--- src/rtl/gray_ptr_fifo.sv ---
// Single-clock FIFO with Gray-coded pointers crossed through 2-flop synchronizers,
// so flag latency matches the dual-clock version and the core can later be split.
module gray_ptr_fifo #(
    parameter int DATA_WIDTH = 8,
    parameter int ADDR_WIDTH = 4,
    parameter int RESERVE    = 0
) (
    input  logic                  clk,
    input  logic                  rst_n,
    input  logic                  wr_en,
    input  logic [DATA_WIDTH-1:0] wr_data,
    output logic                  full,
    input  logic                  rd_en,
    output logic [DATA_WIDTH-1:0] rd_data,
    output logic                  empty,
    output logic                  has_data
);

    localparam int PW    = ADDR_WIDTH + 1;
    localparam int DEPTH = 1 << ADDR_WIDTH;
    localparam logic [PW:0] DEPTH_W = (PW+1)'(DEPTH);
    localparam logic [PW:0] RSV_W   = (PW+1)'(RESERVE);

    function automatic logic [PW-1:0] gray2bin(input logic [PW-1:0] g);
        logic [PW-1:0] b;
        b[PW-1] = g[PW-1];
        for (int i = PW - 2; i >= 0; i--) begin
            b[i] = b[i+1] ^ g[i];
        end
        return b;
    endfunction

    // Per-side reset release: shifts in ones, so each side leaves reset on the 2nd edge.
    logic [1:0] wr_rls_q, rd_rls_q;
    logic       wr_rst, rd_rst;

    always_ff @(posedge clk or negedge rst_n) begin
        if (!rst_n) begin
            wr_rls_q <= '0;
            rd_rls_q <= '0;
        end else begin
            wr_rls_q <= {wr_rls_q[0], 1'b1};
            rd_rls_q <= {rd_rls_q[0], 1'b1};
        end
    end

    assign wr_rst = ~wr_rls_q[1];
    assign rd_rst = ~rd_rls_q[1];

    logic [DATA_WIDTH-1:0] mem [DEPTH];

    logic [PW-1:0] wr_ptr_q, wr_ptr_d, wr_gray_q, wr_gray_d;
    logic [PW-1:0] rd_ptr_q, rd_ptr_d, rd_gray_q, rd_gray_d;
    logic [PW-1:0] wq1_q, wq2_q, rq1_q, rq2_q;
    logic [DATA_WIDTH-1:0] rd_data_q;
    logic          wr_fire, rd_fire;
    logic [PW-1:0] used;
    logic [PW:0]   free_cnt;

    logic [PW-1:0] wr_ptr, rd_ptr, wr_ptr_gray, rd_ptr_gray;
    assign wr_ptr      = wr_ptr_q;
    assign rd_ptr      = rd_ptr_q;
    assign wr_ptr_gray = wr_gray_q;
    assign rd_ptr_gray = rd_gray_q;

    assign wr_fire = wr_en && !full && !wr_rst;
    assign rd_fire = rd_en && !empty && !rd_rst;

    always_comb begin
        wr_ptr_d  = wr_ptr_q + (wr_fire ? PW'(1) : PW'(0));
        wr_gray_d = wr_ptr_d ^ (wr_ptr_d >> 1);
        rd_ptr_d  = rd_ptr_q + (rd_fire ? PW'(1) : PW'(0));
        rd_gray_d = rd_ptr_d ^ (rd_ptr_d >> 1);
    end

    // Full uses the synchronized read pointer, so it stays pessimistic until the read is seen.
    always_comb begin
        used     = wr_ptr_q - gray2bin(rq2_q);
        free_cnt = DEPTH_W - {1'b0, used};
        full     = (free_cnt <= RSV_W);
    end

    assign empty    = (rd_gray_q == wq2_q);
    assign has_data = ~empty;
    assign rd_data  = rd_data_q;

    always_ff @(posedge clk or negedge rst_n) begin
        if (!rst_n) begin
            wr_ptr_q  <= '0;
            wr_gray_q <= '0;
            rd_ptr_q  <= '0;
            rd_gray_q <= '0;
            wq1_q     <= '0;
            wq2_q     <= '0;
            rq1_q     <= '0;
            rq2_q     <= '0;
            rd_data_q <= '0;
        end else begin
            wr_ptr_q  <= wr_ptr_d;
            wr_gray_q <= wr_gray_d;
            rd_ptr_q  <= rd_ptr_d;
            rd_gray_q <= rd_gray_d;
            wq1_q     <= wr_gray_q;
            wq2_q     <= wq1_q;
            rq1_q     <= rd_gray_q;
            rq2_q     <= rq1_q;
            if (rd_fire) begin
                rd_data_q <= mem[rd_ptr_q[ADDR_WIDTH-1:0]];
            end
        end
    end

    always_ff @(posedge clk) begin
        if (wr_fire) begin
            mem[wr_ptr_q[ADDR_WIDTH-1:0]] <= wr_data;
        end
    end

endmodule

--- config.mk ---
export PLATFORM = sky130hd
export DESIGN_NAME = gray_ptr_fifo
export DESIGN_NICKNAME = d
export VERILOG_FILES = /design/src/rtl/gray_ptr_fifo.sv
export SDC_FILE = /design/constraint.sdc
export NUM_CORES = 1
export LEC_CHECK = 0
export CORE_MARGIN = 5
export CORE_UTILIZATION = 55
export CTS_CLUSTER_DIAMETER = 40
export DETAILED_ROUTE_END_ITERATION = 7
export PLACE_DENSITY = 0.73
export SYNTH_ARGS = -nofsm -noshare
export SYNTH_HDL_FRONTEND = slang
export SYNTH_SLANG_ARGS = --single-unit
--- constraint.sdc ---
create_clock -name clk -period 10.7 [get_ports clk]
set_clock_uncertainty 0.15 [all_clocks]
set_input_delay 2.14 -clock clk [delete_from_list [all_inputs] [get_ports clk]]
set_output_delay 2.14 -clock clk [all_outputs]
set_load 0.005 [all_outputs]
# ---- After elaboration in Yosys (flattened, before gate mapping)
# Memory sizes are Yosys's and may differ from the RTL's. A register that Yosys moved wholly into a read port is not among the register bits.
# Index checks and enable logic that the tools add are counted.
# W data, S select, Z words.
dict set report totals {
  register_bits 44
  ram_bits 128
  inputBits 12
  out_inout_bits 11
  word_cells 35
  mem_count 1
}
dict set report classes {
  addsub 4
  n_lt_le_gt_ge 1
  eq_ne 1
  mux 4
  bitwise_logic 7
  n_reduce_logical 7
}
# name words word_bits read_ports rd_ports_with_merged_regs wr line
set memory_table {}
lappend memory_table {mem 16 8 1 1 1 50} ;# logic [DATA_WIDTH-1:0] mem [DEPTH];
# op count
set op_table {}
lappend op_table {{$add A5 B1 Y5} 2}
lappend op_table {{$xor A5 B4 Y5} 2}
lappend op_table {{$le A6 B1 Y1 const B} 1}
lappend op_table {{$sub A5 B5 Y6 const A} 1}
lappend op_table {{$eq A5 B5 Y1} 1}
lappend op_table {{$sub A5 B5 Y5} 1}
lappend op_table {{$logic_and A1 B1 Y1} 4}
lappend op_table {{$mux W1} 4}
lappend op_table {{$xor A1 B1 Y1} 4}
lappend op_table {{$logic_not A1 Y1} 3}
lappend op_table {{$not A1 Y1} 1}

# ---- Logic depth before layout (Yosys ltp)
dict set report depth {
  depth_word 13
  mapped_depth 17
  depth_no_buf 16
}

# ---- Worst setup path after synthesis
# Ideal clock, no wire load.
dict set report synth_timing {
  path_kind {reg-to-output}
  startpoint {reg rq2_q[4]}
  endpoint {out full}
  t_arrival_ps 2788
  required_ps 8410
  slack_ps 5622
  stages_incl_launch_ff 13
  path_buffers 1
  path_cell_list {dfrtp_1 -> xnor2_1 -> xor2_1 -> xor2_1 -> xnor2_1 -> ha_1 -> fa_1 -> nor2b_1 -> o21a_1 -> nor3_1 -> nor3b_2 -> buf_2 -> and2_1}
}
dict set report synth_via {
  elab_chain_len 7
}
# element line
set synth_rtl {}
lappend synth_rtl {{from (decl)} 54} ;# logic [PW-1:0] wq1_q, wq2_q, rq1_q, rq2_q;
lappend synth_rtl {{from (signal assigned)} 106} ;# rq2_q <= rq1_q;
lappend synth_rtl {{$xor A1 B1 Y1 (4 in a row)} 28} ;# b[i] = b[i+1] ^ g[i];
lappend synth_rtl {{$sub A5 B5 Y5 *} 78} ;# used = wr_ptr_q - gray2bin(rq2_q);
lappend synth_rtl {{$sub A5 B5 Y6 *} 79} ;# free_cnt = DEPTH_W - {1'b0, used};
lappend synth_rtl {{$le A6 B1 Y1 *} 80} ;# full = (free_cnt <= RSV_W);
lappend synth_rtl {{to (decl)} 12} ;# output logic full,
# Every way passes the cells marked *; elsewhere a longest branch is shown, timed or not.

# ---- Worst setup path after layout
# Ends and elaborated chain as after synthesis.

==> reports/metrics.yaml <==
status: "finished, final reports clean"
final_util_pct: 65.1
fp-row-count: 40
muxShareOfSynthArea_pct: 12.9
synth_area_mm2: 0.00688
synth_cells: 355
synth.distinct_cells: 35
seqPwrFrac_pct: 39.7
clkTransAtPathRegs_ps: 60
swShare_pct: 33.1
timing.fmax_mhz: 149
synth-simple-area-share_pct: 2.95
slew-limit-headroom_pct: 19.8
grt_remaining_overflow: 0
finalWirelength_um: 12200
cts-buffers-inserted: 17
finalWeightedCongestion: 0.789
io_pins: 23
p_switching_w: 0.000801
dp_hpwl_um: 7910
hold_path.class: "reg2reg"
post_cts_resized: 0
syn2layout_area_growth_pct: 15.0
htreeDepth: 4
ys_top_cells_by_area: "edfxtp_1, dfrtp_1, mux4_2, mux4_1, xor2_1"
synth_area_leader_cell: "edfxtp_1"
timing.rr.start: "rq2_q[4]"
grt_pass1_wl_um: 19600
num_antenna_cells: 0
timing.final.hold_violations: 0
ctsHoldBuffers: 0
dr.first_iter.drc_count: 346
port_buffers: 22
setup_viol: 0
period_share_pct: 62.6
leakage_nw: 2.82
cp-end-kind: "output pin"
worstHoldStart: "rd_rls_q[0]"
drc: 0
combPwrFrac_pct: 34.2
grt_pass1_vias: 3481
rsz0062_at_grt: "no"
nets: 409
critPathArrivalTime_ps: 4400
crit_start: "rq2_q[4]"
placeableCoreArea_mm2: 0.0122
grtUsageTotal_pct: 18.4
synth_xor_area_share_pct: 3.31
grt_max_degree: 49
first_pass_iters: 4
crit_chain: "xnor2_1 -> xor2_1 -> xor2_1 -> xnor2_1 -> ha_1 -> fa_1 -> nor2b_1 -> o21a_1 -> nor3_1 -> nor3b_2 -> and2_1 -> clkdlybuf4s50_1"
via_per_inst: 5.67
clkPwrFrac_pct: 26.1
ir_worst_vdd_v: 0.000188
ant_nets: 0
post_cts_buffers: 0
fin_hold_ws_ps: 200
tightestPinTransition_ps: 1200
crit_type: "reg2out"
syn-num-nets: 376
start_util_pct: 56.6
drive_above_1_share_pct: 18.5
tns_ps: 0
synth_top_family_by_area: "multiplexers"
fp.dieW_um: 122
cts_root_buf: "clkbuf_16"
crit_fanout: 18
cts.sinks: 176
p_per_area_mw_per_mm2: 306
layout_min_cycle_time_ps: 6690
critPathMaxStageDelay_ps: 970
die-area_mm2: 0.0148
yosysTopAreaCellShare_pct: 55.9
critical_path_required_ps: 8410
ys_warn_count: 0
p_int_w: 0.00162
cts_buffer_depth: 2
die_h_um: 122
post_drt_wl_per_cell_um: 21.5
synth_seq_cells: 176
synthAdderAreaFrac_pct: 1.75
ys_seq_area_share_pct: 73.3
slew_viol_final: 0
cts_tree: "built"
maxCapViolations: 0
syn_avg_cell_area_um2: 19.4
start_kind: "flip-flop"
vias: 3226
antenna_found_initial: 0
synth-compound-area-share_pct: 3.71
clkLatencyLatePin_ps: 420
cp_slowest_cell: "nor3b_2"
[power groups by stage]
stage	combinational, W	clock, W	sequential, W
CTS	0.000831	0.000646	0.000966
global route	0.000897	0.000681	0.000982
finish	0.000828	0.000634	0.000962
global placement	0.000790	0	0.000973
floorplan	0.000634	0	0.000912
detailed placement	0.000826	0	0.000977
[through the flow]
step	instances	power, W	setup WS [ps]	instance area [um2]
6_report	569	0.00242	4010	7910
5_1_grt	569	0.00256	3740	7910
4_1_cts	569	0.00244	3990	7910
3_5_place_dp	537	0.00180	4460	7290
3_3_place_gp	537	0.00176	4670	7290
2_1_floorplan	355	0.00155	5620	6880
[placed cells by master, fill, tap and decap left out, drive strengths merged, types with 7 or more instances in the layout]
cell type and instances:
a21oi 10, a22oi 16, buf 9, clkbuf 19, clkdlybuf4s50 21, dfrtp 48, edfxtp 128, ha 8
inv 9, mux2 8, mux4 32, nand2 18, nand3 7, xnor2 11, xor2 15
[logic make-up (layout without fill, tap and decap cells)]
family          after synthesis  after routing
buf+inv                      24             70
compound gates               37             37
simple gates                 42             42
other cells                   1              1
xor+xnor                     26             26
mux                          40             40
fa+ha+maj                     9              9
flops                       176            176
[cells in the mapped netlist (all sizes together)]
library cell,number
nor3b,2
ha,8
o21a,1
and3,1
nor2b,3
a211oi,4
a21o,1
nor3,3
clkbuf,8
buf,8
nand4,1
a21oi,10
o21ai,1
nor2,4
fa,1
dfrtp,48
and2,2
edfxtp,128
a22oi,16
or3,1
a2111oi,4
xor2,15
mux4,32
nand2,18
inv,8
nand3,7
mux2,8
conb,1
xnor2,11
[worst paths after layout]
| check | endpoint | slack [ps] | depth (start not counted) |
|---|---|---|---|
| worst max-delay path | full | 4010 | 12 |
| worst min-delay path | rd_rls_q[1] | 200 | 0 |
| worst max register to register | wr_gray_q[2] | 6130 | 15 |
| worst min register to register | rd_rls_q[1] | 200 | 0 |
| max in group asynchronous | rd_ptr[0] | 7970 | 1 |
| min in group asynchronous | rd_rls_q[0] | 1740 | 1 |
[flip-flops by register name, indices dropped and copies added, names as in the netlist]
signal and count:
rd_data 8, mem 128, wr_gray_q 5, rd_rls_q 2, wq2_q 5, rq1_q 5
wr_ptr 4, rq2_q 5, wq1_q 5, rd_ptr 4, rd_gray_q 5
[final cells by class]
| type | count | area [um2] |
|---|---|---|
| Clock inverter | 13 | 186 |
| Clock buffer | 19 | 433 |
| Timing Repair Buffer | 30 | 275 |
| Multi-Input combinational cell | 155 | 1730 |
| Fill cell | 811 | 4250 |
| Inverter | 8 | 30.0 |
| Tap cell | 168 | 210 |
| Sequential cell | 176 | 5050 |
[metal layers]
layer  wire, um  vias to the layer above  global-route usage [%]
met5          0                        -                       0
met1       5260                     1651                    26.1
met2       5990                       94                    28.2
met4        259                        0                    7.21
met3        736                       22                    4.13
li1           -                     1459                       -
[critical path: cells and delay by family (launching register included)]
kind	cells	cell delay (ps)
AO/OA/AOI/OAI	1	150
XOR/XNOR	4	880
adder cells (fa/ha/maj)	2	620
buffers and inverters	1	500
flip-flops	1	400
AND/OR/NAND/NOR	4	1430
No activity file was read; power rests on OpenSTA's default activity.
